`src/rtl/bus_cycle_fsm.sv`:
```
// bus_cycle_fsm: runs one non-opcode-fetch Z80 bus machine cycle (memory read/write,
// port read/write) on behalf of control_fsm, which supplies the cycle request and
// waits for done.
//
// Ports:
//   clk        system clock, rising edge
//   rst_L      asynchronous active-low reset
//   start      cycle request, sampled only in IDLE
//   cyc_type   0=MR 1=MW 2=PR 3=PW, captured on accepted start
//   addr_in    cycle address, captured on accepted start
//   wdata_in   write data, captured on accepted start
//   busy       state is not IDLE
//   done       one-cycle completion pulse
//   timeout    high with done when the cycle was force-completed
//   rdata_out  read data, valid from done until the next read completes
//   addr_out   external address bus
//   data_out   external write data
//   data_oe    drive enable for data_out
//   data_in    external data bus
//   WAIT_L     external wait request, active-low
//   MREQ_L     memory request, active-low
//   IORQ_L     I/O request, active-low
//   RD_L       read strobe, active-low
//   WR_L       write strobe, active-low
module bus_cycle_fsm #(
  parameter int unsigned IO_WAITS = 1,
  parameter int unsigned MAX_WAIT = 0
) (
  input  logic        clk,
  input  logic        rst_L,
  input  logic        start,
  input  logic [1:0]  cyc_type,
  input  logic [15:0] addr_in,
  input  logic [7:0]  wdata_in,
  output logic        busy,
  output logic        done,
  output logic        timeout,
  output logic [7:0]  rdata_out,
  output logic [15:0] addr_out,
  output logic [7:0]  data_out,
  output logic        data_oe,
  input  logic [7:0]  data_in,
  input  logic        WAIT_L,
  output logic        MREQ_L,
  output logic        IORQ_L,
  output logic        RD_L,
  output logic        WR_L
);

  localparam logic [1:0] IoWaits = 2'(IO_WAITS);
  localparam logic [7:0] MaxWait = 8'(MAX_WAIT);

  typedef enum logic [2:0] {StIdle, StT1, StT2, StTa, StTw, StT3} state_e;

  state_e      state_q, state_d;
  logic [1:0]  type_q, type_d;
  logic [15:0] addr_q, addr_d;
  logic [7:0]  wdata_q, wdata_d;
  logic [7:0]  rdata_q, rdata_d;
  logic [1:0]  auto_q, auto_d;
  logic [7:0]  wait_q, wait_d;
  logic        to_flag_q, to_flag_d;
  logic        done_q, done_d;
  logic        timeout_q, timeout_d;

  // type bit 1 selects I/O, bit 0 selects write
  logic is_io, is_read;
  assign is_io   = type_q[1];
  assign is_read = ~type_q[0];

  always_comb begin
    state_d   = state_q;
    type_d    = type_q;
    addr_d    = addr_q;
    wdata_d   = wdata_q;
    rdata_d   = rdata_q;
    auto_d    = auto_q;
    wait_d    = wait_q;
    to_flag_d = to_flag_q;
    done_d    = 1'b0;
    timeout_d = 1'b0;

    unique case (state_q)
      StIdle: begin
        if (start) begin
          type_d  = cyc_type;
          addr_d  = addr_in;
          wdata_d = wdata_in;
          state_d = StT1;
        end
      end
      StT1: state_d = StT2;
      StT2: begin
        if (is_io && (IoWaits != 2'd0)) begin
          state_d = StTa;
          auto_d  = 2'd1;
        end else if (!WAIT_L) begin
          // The counter tracks wait states taken, so the first TW counts as 1
          state_d = StTw;
          wait_d  = 8'd1;
        end else begin
          state_d = StT3;
        end
      end
      StTa: begin
        if (auto_q < IoWaits) begin
          auto_d = auto_q + 2'd1;
        end else if (!WAIT_L) begin
          state_d = StTw;
          wait_d  = 8'd1;
        end else begin
          state_d = StT3;
        end
      end
      StTw: begin
        if ((MaxWait != 8'd0) && (wait_q == MaxWait)) begin
          state_d   = StT3;
          to_flag_d = 1'b1;
        end else if (WAIT_L) begin
          state_d = StT3;
        end else if (wait_q != 8'hFF) begin
          wait_d = wait_q + 8'd1;
        end
      end
      StT3: begin
        state_d   = StIdle;
        done_d    = 1'b1;
        timeout_d = to_flag_q;
        to_flag_d = 1'b0;
        wait_d    = 8'd0;
        auto_d    = 2'd0;
        if (is_read) rdata_d = data_in;
      end
      default: state_d = StIdle;
    endcase
  end

  always_ff @(posedge clk or negedge rst_L) begin
    if (!rst_L) begin
      state_q   <= StIdle;
      type_q    <= 2'd0;
      addr_q    <= 16'd0;
      wdata_q   <= 8'd0;
      rdata_q   <= 8'd0;
      auto_q    <= 2'd0;
      wait_q    <= 8'd0;
      to_flag_q <= 1'b0;
      done_q    <= 1'b0;
      timeout_q <= 1'b0;
    end else begin
      state_q   <= state_d;
      type_q    <= type_d;
      addr_q    <= addr_d;
      wdata_q   <= wdata_d;
      rdata_q   <= rdata_d;
      auto_q    <= auto_d;
      wait_q    <= wait_d;
      to_flag_q <= to_flag_d;
      done_q    <= done_d;
      timeout_q <= timeout_d;
    end
  end

  // Moore strobe decode from state and captured type
  logic active;     // T1..T3
  logic late_phase; // T2, TA, TW, T3

  always_comb begin
    active     = (state_q != StIdle);
    late_phase = (state_q == StT2) || (state_q == StTa) || (state_q == StTw) ||
                 (state_q == StT3);
    busy       = active;
    done       = done_q;
    timeout    = timeout_q;
    rdata_out  = rdata_q;
    addr_out   = addr_q;
    data_out   = wdata_q;
    data_oe    = active && !is_read;
    MREQ_L     = !(active && !is_io);
    IORQ_L     = !(late_phase && is_io);
    // Memory reads assert RD_L from T1; I/O reads only from T2
    RD_L       = !(is_read && (is_io ? late_phase : active));
    WR_L       = !(!is_read && late_phase);
  end

endmodule
```
`config.mk`:
```
export PLATFORM = sky130hd
export DESIGN_NAME = bus_cycle_fsm
export DESIGN_NICKNAME = d
export VERILOG_FILES = /design/src/rtl/bus_cycle_fsm.sv
export SDC_FILE = /design/constraint.sdc
export NUM_CORES = 1
export LEC_CHECK = 0
export BUFFER_PORTS_ARGS = -buffer_cell sky130_fd_sc_hd__buf_2
export CORE_MARGIN = 3
export CORE_UTILIZATION = 30
export CTS_CLUSTER_SIZE = 40
export DETAILED_ROUTE_END_ITERATION = 6
export PLACE_DENSITY = 0.6
export SLEW_MARGIN = 20
export SYNTH_ARGS = -nofsm -noshare
export SYNTH_HDL_FRONTEND = slang
export SYNTH_SLANG_ARGS = --single-unit
```
`constraint.sdc`:
```
create_clock -name clk -period 1.6 [get_ports clk]
set_clock_uncertainty 0.1 [all_clocks]
set_input_delay 0 -clock clk [delete_from_list [all_inputs] [get_ports clk]]
set_output_delay 0 -clock clk [all_outputs]
set_load 0.02 [all_outputs]
```
Word level (Yosys, flattened, before mapping)
Index checks and enable logic that the tools add are counted.
{"block": "word_totals", "register_bits": 40, "latchBits": 0, "ram_bits": 0, "romBits": 0, "output_inout_bits": 40, "word_cells": 51, "n_memories": 0}
{"block": "classes", "addsub": 1, "n_mul": 0, "n_div": 0, "n_lt_le_gt_ge": 1, "n_eq_ne": 10, "n_shift": 0, "mux": 11, "bitwise": 1, "reduce_logical": 20}
{"op": "3-bit case mux with 5 select lines", "count": 1}
{"op": "3-bit two-way mux", "count": 4}
{"op": "2-bit inequality test (second input constant)", "count": 5}
{"op": "3-bit by 2-bit == test with 1-bit output (second input constant)", "count": 2}
{"op": "3-bit == test (second input constant)", "count": 2}
{"op": "2-bit case mux with 3 select lines", "count": 1}
{"op": "3-bit AND reduction", "count": 2}
{"op": "3-bit nonzero test", "count": 2}
{"op": "1-bit logical AND", "count": 5}
{"op": "1-bit zero test", "count": 5}
{"op": "2-bit two-way mux", "count": 2}
{"op": "2-bit AND reduction", "count": 2}
{"op": "3-bit by 1-bit == test with 1-bit output (second input constant)", "count": 1}
{"op": "3-bit zero test", "count": 1}
{"op": "1-bit logical OR", "count": 3}
{"op": "1-bit two-way mux", "count": 3}
{"op": "2-bit by 1-bit adder with 2-bit output (second input constant)", "count": 1}
{"op": "2-bit by 1-bit < comparator with 1-bit output (second input constant)", "count": 1}
{"op": "1-bit inverter", "count": 1}

Longest topological paths before layout
{"block": "depth", "ltp_word": 7, "depth_mapped": 5, "ltp_nobuf": 5}

Least setup slack after synthesis
OpenSTA, ideal clock, no wires.
{"block": "synth_timing", "path_type": "register to register", "start": "register state_q[2]", "end": "register addr_q[10] (netlist: addr_out[10])", "setup_time_ns": 0.125, "arrival_time_ns": 1.380, "required_ns": 1.375, "slack_ns": -0.005, "path_stages_with_launch": 6, "path_buffers": 2, "cell_sequence": "dfrtp_1 nor3_2 and2_4 buf_6 buf_12 mux2_4"}
{"block": "synth_via", "elab_chain_cells": 2}
{"item": "start: declaration", "line": "55", "source": "state_e state_q, state_d;"}
{"item": "start signal: assignment", "line": "140", "source": "state_q <= StIdle;"}
{"item": "start signal: assignment", "line": "151", "source": "state_q <= state_d;"}
{"item": "3-bit zero test", "line": "83", "source": "unique case (state_q)"}
{"item": "2-bit AND reduction (no source line)"}
{"item": "end signal: assignment", "line": "153", "source": "addr_q <= addr_d;"}
{"item": "end: declaration", "line": "57", "source": "logic [15:0] addr_q, addr_d;"}
No other way between the ends.
A chain may end at the register's enable or synchronous reset.

Worst setup path in the final report
{"block": "layout_timing", "start": "register state_q[1]", "end": "output RD_L"}
{"block": "layout_via", "elab_chain_cells": 7, "word_cells_on_any_way": 11, "classes_between": "eq/ne (4); mux (1); reduce/logical (6)"}
{"item": "3-bit by 2-bit == test with 1-bit output", "line": "170", "source": "late_phase = (state_q == StT2) || (state_q == StTa) || (state_q == StTw) ||"}
{"item": "1-bit logical OR (3 in a row)", "line": "170"}
{"item": "1-bit two-way mux *", "line": "182", "source": "RD_L = !(is_read && (is_io ? late_phase : active));"}
{"item": "1-bit logical AND *", "line": "182"}
{"item": "1-bit zero test *", "line": "182"}
{"item": "end: declaration", "line": "46", "source": "output logic RD_L,"}
Mark *: on every way between the ends. The rest lies on a longest branch, timed or not.

==> results.toml <==
[setup_path]
end_kind = "output port"
rr_startpoint = "state_q[1]"
cp.arrival_ns = 1.47
critPathMaxFanout = 5
crit_required_ns = 1.50
crit_path_start_kind = "flop"
r2r_cells = 4
r2r_slack_ns = 0.05
r2r_end = "rdata_out[5]"
crit_type = "flop to output port"

[run_status]
outcome = "finished, final reports clean"

[cells_and_area]
nets = 287
drive_above_1_share_pct = 59.7
n_antenna_cell = 0
layout-area-overhead-vs-synth_pct = 58.2
fin_cells = 320
n_fill_cell = 486

[sta]
period_share_pct = 97.9
hold_viol = 0
fin_tns_setup_ns = 0
finalMaxSlewViolations = 0
min_period_ns = 1.57
max_freq_mhz = 638
setup_viol = 0
rsz0062_at_grt = "yes"

[floorplan]
die_h_um = 84.2
rows = 27
die-width_um = 84.2
die_area_mm2 = 0.00708
core_area_mm2 = 0.00571
initial_core_util_pct = 32.1
ios = 78

[yosys]
avgSynthCellArea_um2 = 15.4
syn_inst = 119
synth-seq-area-share_pct = 54.6
synth-simple-area-share_pct = 7.65
ys_warn_count = 0
netlist_area_mm2 = 0.00183
synth_compound_gate_area_share_pct = 4.44
synth-seq-cells = 40
synth_area_leaders = "dfrtp_1 (55%), mux2_4 (23%), mux2_2 (3.7%)"
synth_largest_area_cell = "dfrtp_1"
netlist.area_leader.share_pct = 54.6
synthAdderAreaFrac_pct = 1.37
synth_top_family_by_area = "multiplexers"
synth-xor-area-share_pct = 0
syn-num-nets = 159
synth.area.mux_share_pct = 26.6
synth_cell_types = 32

[detailed_routing]
num_vias = 1389
drt_wl_total_um = 4240
drtPass1Iterations = 4
drt_iter0_markers = 43
routedWlPerCell_um = 13.2
antenna_left = 0
drc = 0
avgViaCountPerCell = 4.34

[place]
gp_congestion = 0.808
port_buffers = 76
placed_cells = 272
place_hpwl_um = 2890

[clocking]
cts.sinks = 40
htreeDepth = 2
cts_tree = "built"
cts-buffers-inserted = 5
root_buffer = "clkbuf_8"
path_clk_slew_ns = 0.08
clk_path_buf_depth = 2
worstSkewPairLatency_ns = 0.29

[grt]
antenna_found_initial = 0
grt_first_pass_wirelength_um = 7230
grtUsageTotal_pct = 12.7
grt-ovfl-total = 0
grt_max_degree = 23
grt_pass1_vias = 1468

[flow_run]
drv_cap = 0

[pwr]
finalPower_w = 0.00568
ir_drop_mv = 0.834
p_per_area_mw_per_mm2 = 1960
p_leak_nw = 1.42

[worst_hold_path]
hold_path_class = "input port to async pin"
==> cells in the final DEF, fill, tap and decap left out, types with 3 or more instances in the layout <==
cell type | synthesis | routed
nor2_1 | 3 | 3
mux2_4 | 28 | 28
buf_4 | 1 | 10
mux2_2 | 6 | 6
dfrtp_1 | 40 | 39
buf_12 | 2 | 4
buf_2 | 1 | 75
a21oi_1 | 5 | 3
clkbuf_8 | 0 | 5
dlygate4sd3_1 | 0 | 37
inv_1 | 5 | 4
==> worst max-delay path by stage <==
stage / from / end / cells past startpoint
6_report: state_q[1] / RD_L / 5
5_1_grt: state_q[1] / RD_L / 4
4_1_cts: state_q[2] / RD_L / 5
3_5_place_dp: state_q[1] / data_out[2] / 4
3_3_place_gp: state_q[1] / data_out[2] / 4
2_1_floorplan: state_q[1] / addr_out[10] / 5
==> Yosys cell counts, drive strengths merged <==
cell type  instances
dfrtp             40
mux2              34
buf                6
a21oi              5
inv                5
nand2b             3
nor2               3
a21o               2
ha                 2
nor3               2
or2                2
a211oi             1
a221o              1
a311o              1
and2               1
and2b              1
and3b              1
and4b              1
conb               1
nand3              1
nand3b             1
nor2b              1
o21ai              1
o21bai             1
or2b               1
or3b               1
==> state kept, by name (all words and copies together), names as in the netlist <==
register	count
rdata_out	8
done	1
auto_q	2
addr_out	16
state_q	3
data_out	8
type_q	2
==> stage by stage <==
stage	hold slack (ns)	utilization (%)	setup WS, ns	area, um^2
final	0.0980	50.8	0.0331	2900
after global routing	0.154	50.8	-0.0122	2900
after CTS	0.110	50.3	0.00260	2870
after detailed placement	-0.118	41.4	0.0443	2360
after global placement	-0.127	41.4	0.0688	2360
after floorplan	-0.396	-	0.00552	1830
==> worst max-delay path, cell delays in order, from the launching register on <==
cell and delay [ns]:
dfrtp_2 0.44, nor3_2 0.06, buf_4 0.15, or2_4 0.23
a21o_1 0.15, buf_4 0.15
==> routing by layer <==
layer / share of wire, % / vias to the layer above / track usage (%)
li1: - / 667 / -
met2: 43 / 74 / 19.7
met3: 8.9 / 13 / 3.83
met5: 0 / - / 0
met1: 45 / 635 / 16.4
met4: 3.0 / 0 / 5.85
==> what timing repair did <==
action	CTS	global route
hold buffers	37	0
gates resized for setup	5	4
hold endpoints to repair	75	0
endpoints found under the setup margin	1	11
cloned	0	0
pin swaps	0	3
buffers inserted	2	1
==> cells by family (layout without fill, tap and decap cells) <==
group                    count (synthesis)  count (layout)
multiplexers                            34              34
buffers and inverters                   11             140
AO/OA/AOI/OAI                           12              12
adder cells (fa/ha/maj)                  2               2
flip-flops                              40              40
other                                    1               1
AND/OR/NAND/NOR                         19              19
==> power by group <==
part / switching (W) / internal [W]
clock network: 0.000341 / 0.000463
logic: 0.00145 / 0.00159
registers: 0.000327 / 0.00151
==> layout make-up <==
| type | instances | area [um^2] | area share [%] |
|---|---|---|---|
| clock buffers | 6 | 72.6 | 2.50 |
| clock inverters | 2 | 35.0 | 1.21 |
| inverters | 5 | 18.8 | 0.647 |
| multi-input cells | 68 | 768 | 26.5 |
| flip-flops and latches | 40 | 1000 | 34.6 |
| well taps | 72 | 90.1 | 3.11 |
| repair buffers | 127 | 912 | 31.5 |
Note: power is estimated with default switching activity, not from simulation.
